[config.mk]
export PLATFORM = sky130hd
export DESIGN_NAME = ps2_rx
export DESIGN_NICKNAME = d
export VERILOG_FILES = /design/src/rtl/ps2_rx.sv
export SDC_FILE = /design/constraint.sdc
export NUM_CORES = 1
export LEC_CHECK = 0
export ABC_AREA = 0
export BUFFER_PORTS_ARGS = -buffer_cell sky130_fd_sc_hd__buf_2
export CAP_MARGIN = 10
export CORE_MARGIN = 4
export CORE_UTILIZATION = 50
export CTS_CLUSTER_SIZE = 8
export DETAILED_ROUTE_END_ITERATION = 6
export PLACE_DENSITY = 0.66
export SLEW_MARGIN = 30
export SYNTH_ARGS = -nofsm -noshare
export SYNTH_HDL_FRONTEND = slang
export SYNTH_SLANG_ARGS = --single-unit
[constraint.sdc]
create_clock -name clk -period 2.9 [get_ports clk]
set_input_delay 0.58 -clock clk [delete_from_list [all_inputs] [get_ports clk]]
set_output_delay 0.58 -clock clk [all_outputs]
set_load 0.02 [all_outputs]
[src/rtl/ps2_rx.sv]
// PS/2 keyboard receiver: synchronises and filters the PS/2 clock, deserialises
// 11-bit frames and tracks make/break codes. Define PS2_PARITY_CHECK_EN to enforce odd parity.
module ps2_rx #(
  parameter int unsigned FILTER_LEN  = 8,
  parameter int unsigned TIMEOUT_CYC = 50000
) (
  input  logic       clk,
  input  logic       reset,
  input  logic       ps2c,
  input  logic       ps2d,
  output logic [7:0] code_o,
  output logic       rx_done_tick,
  output logic [7:0] rx_data,
  output logic       frame_err
);

  localparam logic [1:0] S_IDLE  = 2'd0;
  localparam logic [1:0] S_RX    = 2'd1;
  localparam logic [1:0] S_CHECK = 2'd2;

  localparam int unsigned   TW      = $clog2(TIMEOUT_CYC + 1);
  localparam logic [TW-1:0] TO_LAST = TW'(TIMEOUT_CYC - 1);
  localparam logic [TW-1:0] TO_ONE  = TW'(1);
  localparam logic [7:0]    F_LAST  = 8'(FILTER_LEN - 1);

  logic          r_c_s1, r_c_s2, r_d_s1, r_d_s2;
  logic          r_filt, r_filt_d;
  logic [7:0]    r_fcnt;
  logic [1:0]    r_state;
  logic [9:0]    r_shift;
  logic [3:0]    r_bitcnt;
  logic [TW-1:0] r_tocnt;
  logic          r_brk;
  logic [7:0]    r_code;
  logic [7:0]    r_data;
  logic          r_done;
  logic          r_err;

  logic          w_fall;
  logic [7:0]    w_byte;
  logic          w_par_ok;
  logic          w_ok;

  assign code_o       = r_code;
  assign rx_data      = r_data;
  assign rx_done_tick = r_done;
  assign frame_err    = r_err;

  assign w_fall = r_filt_d & ~r_filt;

  // The first ten bits live in r_shift; the stop bit is judged straight off the
  // synchroniser so the result registers on the same edge as the last fall_tick.
  assign w_byte = r_shift[8:1];
`ifdef PS2_PARITY_CHECK_EN
  assign w_par_ok = ^r_shift[9:1];
`else
  assign w_par_ok = 1'b1;
`endif
  assign w_ok = ~r_shift[0] & r_d_s2 & w_par_ok;

  always_ff @(posedge clk or posedge reset) begin
    if (reset) begin
      r_c_s1   <= 1'b1;
      r_c_s2   <= 1'b1;
      r_d_s1   <= 1'b1;
      r_d_s2   <= 1'b1;
      r_filt   <= 1'b1;
      r_filt_d <= 1'b1;
      r_fcnt   <= '0;
    end else begin
      r_c_s1   <= ps2c;
      r_c_s2   <= r_c_s1;
      r_d_s1   <= ps2d;
      r_d_s2   <= r_d_s1;
      r_filt_d <= r_filt;
      if (r_c_s2 == r_filt) begin
        r_fcnt <= '0;
      end else if (r_fcnt == F_LAST) begin
        r_filt <= r_c_s2;
        r_fcnt <= '0;
      end else begin
        r_fcnt <= r_fcnt + 8'd1;
      end
    end
  end

  always_ff @(posedge clk or posedge reset) begin
    if (reset) begin
      r_state  <= S_IDLE;
      r_shift  <= '0;
      r_bitcnt <= '0;
      r_tocnt  <= '0;
      r_brk    <= 1'b0;
      r_code   <= '0;
      r_data   <= '0;
      r_done   <= 1'b0;
      r_err    <= 1'b0;
    end else begin
      r_done <= 1'b0;
      r_err  <= 1'b0;
      case (r_state)
        S_IDLE: begin
          if (w_fall) begin
            r_shift  <= {r_d_s2, r_shift[9:1]};
            r_bitcnt <= 4'd1;
            r_tocnt  <= '0;
            r_state  <= S_RX;
          end
        end
        S_RX: begin
          if (w_fall) begin
            r_tocnt <= '0;
            if (r_bitcnt == 4'd10) begin
              r_bitcnt <= 4'd11;
              r_state  <= S_CHECK;
              if (w_ok) begin
                r_done <= 1'b1;
                r_data <= w_byte;
                if (w_byte == 8'hF0) begin
                  r_brk <= 1'b1;
                end else if (w_byte != 8'hE0) begin
                  if (r_brk) begin
                    r_brk <= 1'b0;
                    if (w_byte == r_code) r_code <= 8'h00;
                  end else begin
                    r_code <= w_byte;
                  end
                end
              end else begin
                r_err <= 1'b1;
              end
            end else begin
              r_shift  <= {r_d_s2, r_shift[9:1]};
              r_bitcnt <= r_bitcnt + 4'd1;
            end
          end else if (r_tocnt == TO_LAST) begin
            r_err   <= 1'b1;
            r_state <= S_IDLE;
          end else begin
            r_tocnt <= r_tocnt + TO_ONE;
          end
        end
        S_CHECK: r_state <= S_IDLE;
        default: r_state <= S_IDLE;
      endcase
    end
  end

endmodule

==> qor.yml <==
sta:
  grt_setup_unrepaired: "no"
  final-hold-violation-count: 0
  max_freq_ghz: 0.489
  setup_viol: 0
  worstMarginPinSlew_ns: 0.812
  fin_setup_tns_ns: 0
  fin_crit_ns: 2.04
  drv_slew: 0
  setup_ws_ns: 0.856
  slew-limit-headroom_pct: 45.9
  finalCritPeriodShare_pct: 70.5
  skew_ns: 0.00775
setup_path:
  endpoint_kind: "flop"
  critPathLaunchType: "flop"
  r2r_start: "r_filt_d"
  r2r-end: "code_o[2]"
  rrSetupSlack_ns: 0.86
  reg2regPathDepth: 6
  worst_ep_arrival_time_ns: 2.28
  path_class: "reg2reg"
  cp.required_ns: 3.14
  path_max_fanout: 22
clocking:
  hold_buffers: 0
  clk_pin_slew_ns: 0.07
  cts_setup_buffers: 0
  cts_inserted_buffers: 9
  clk_latency_ns: 0.33
  numClockSinks: 65
  clk_path_buf_depth: 2
  htreeDepth: 3
  cts_resized: 0
  cts-root-buf: "clkbuf_8"
  cts_tree: "yes"
worst_hold_path:
  hold_path_depth: 1
  hold_start: "ps2d"
  min_to: "r_d_s1"
  hold_path_class: "in2reg"
power:
  irDropWorstVdd_mv: 0.412
  powerDensity_nw_per_um2: 719
  leakage_nw: 1.56
final_layout:
  syn2layout_area_growth_pct: 13.0
  final_nets: 320
  diodes: 0
  finalNonFillerCells: 389
  final_common_cell: "dfrtp_1"
  layout-drive-gt1-share_pct: 18.6
  final_cell_mix: "59 x dfrtp_1, 27 x nand2_1, 23 x o21ai_0, 21 x buf_2, 20 x nor2_1"
global_routing:
  antenna_found_initial: 0
  grt_usage_pct: 17.8
  grt_max_degree: 66
  grtUsageMet2_pct: 27.8
  grt_pass1_vias: 2178
  use_met1_pct: 24.0
  grt_overflow_total: 0
  grt_pass1_wl_um: 10300
  busiest_layer: "met2"
  gr-usage-met3_pct: 3.88
synthesis:
  synth_top_cell_by_area: "dfrtp_1"
  netlist.area_leader.share_pct: 49.2
  synthArstFlopShare_pct: 100
  ys_seq_elements: 65
  postSynthCellCount: 283
  syn_nets: 291
  syn_area_per_cell_um2: 10.6
  synth-edff-count: 0
  syn_area_um2: 3000
  yosysSeqAreaShare_pct: 54.5
  synth.area.top_cells: "dfrtp_1 49%, xnor2_1 5.5%, dfstp_2 5.3%"
  ys_warn_count: 0
  synth_ff_type: "dfrtp_1"
  ys_types: 44
outcome:
  status: "finished clean"
die:
  dieArea_um2: 7300
  die_h_um: 85.5
  start_util_pct: 52.8
  num_rows: 27
  die_x_um: 85.5
  io_pins: 22
  core_um2: 5680
drt:
  drc_errors: 0
  drt-initial-drc-count: 90
  viasPerCell: 5.64
  dr.pass1.iters: 4
  num_vias: 2193
  postRouteAntennaNets: 0
  routed_wl_um: 5910
  post_drt_wl_per_cell_um: 15.2
placed_design:
  dp.cells: 373
  hpwlAfterDp_um: 4010
  pre_cts_ws_ns: 0.919
  io_buffers: 21
  place_congestion: 0.781
flow_run:
  cap_violations: 0
-- per-layer routing --
| metal | part of all wire (%) | vias up |
|---|---|---|
| li1 | - | 1065 |
| met1 | 49 | 1073 |
| met2 | 46 | 47 |
| met3 | 3.6 | 8 |
| met4 | 1.2 | 0 |
| met5 | 0 | - |
-- kinds of logic (layout without fill, tap and decap cells) --
kind of cell,Yosys count,in the layout,synth area share [%]
simple gates,106,106,19.1
xor+xnor,23,23,6.72
mux,11,11,3.92
compound gates,52,52,11.1
flops,65,65,54.5
buf+inv,22,56,3.04
fa+ha+maj,4,4,1.67
-- cell usage after synthesis, types with 2 or more instances --
cell type,number
or4_1,5
nand4_1,7
nor4_1,4
nor3_1,3
o211ai_1,15
inv_1,14
nand2_1,27
xor2_1,4
xnor2_1,19
a21oi_1,6
a22oi_1,2
ha_1,4
nand4b_1,2
nor2_1,20
nor2b_1,3
o21ai_0,23
nand3_1,14
clkbuf_1,4
mux2i_1,5
or3_1,5
and3_1,3
nand3b_1,2
dfstp_2,6
nand2b_1,3
mux2_2,6
dfrtp_1,59
-- how the worst max path moves through the flow --
stage               start     endpoint  slack (ns)
5_1_grt          r_filt_d    code_o[2]        0.72
2_1_floorplan       reset    code_o[0]        0.70
3_3_place_gp   r_state[0]  r_tocnt[15]        0.94
4_1_cts          r_filt_d    code_o[2]        0.87
3_5_place_dp     r_filt_d    code_o[1]        0.92
6_report         r_filt_d    code_o[2]        0.86
-- power breakdown --
part | switching, W | internal [W] | leakage (nW) | total [W]
registers | 0.000140 | 0.00103 | 0.870 | 0.00117
clock network | 0.000363 | 0.000395 | 0.0912 | 0.000758
logic | 0.000307 | 0.000202 | 0.596 | 0.000509
-- registers in the layout (all words and copies together), names as in the netlist --
| name | flops |
|---|---|
| r_tocnt | 16 |
| r_shift | 10 |
| code_o | 8 |
| r_fcnt | 8 |
| rx_data | 8 |
| r_bitcnt | 4 |
| r_state | 2 |
| frame_err | 1 |
| r_brk | 1 |
| r_c_s1 | 1 |
| r_c_s2 | 1 |
| r_d_s1 | 1 |
| r_d_s2 | 1 |
| r_filt | 1 |
| r_filt_d | 1 |
| rx_done_tick | 1 |
-- final cells by class --
class	count	area, um2
multi-input combinational	196	1280
inverter	15	56.3
timing repair buffer	25	135
sequential	65	1630
fill	495	2290
tap	72	90.1
clock buffer	9	124
clock inverter	7	71.3
-- through the flow --
step / power (W) / utilization [%] / instance area [um2] / hold WS (ns)
2_1_floorplan: 0.00157 / - / 3000 / 0.345
3_3_place_gp: 0.00169 / 56.3 / 3190 / 0.345
3_5_place_dp: 0.00170 / 56.3 / 3190 / 0.348
4_1_cts: 0.00246 / 59.7 / 3390 / 0.328
5_1_grt: 0.00259 / 59.7 / 3390 / 0.321
6_report: 0.00244 / 59.7 / 3390 / 0.346
-- worst max-delay path, stage by stage (launching register included) --
cell	delay (ns)
dfstp_2	0.53
nor3b_2	0.39
nand4_1	0.15
buf_4	0.23
clkinv_1	0.14
nand3_1	0.25
o211ai_1	0.26
(Power assumes the default switching activity.)
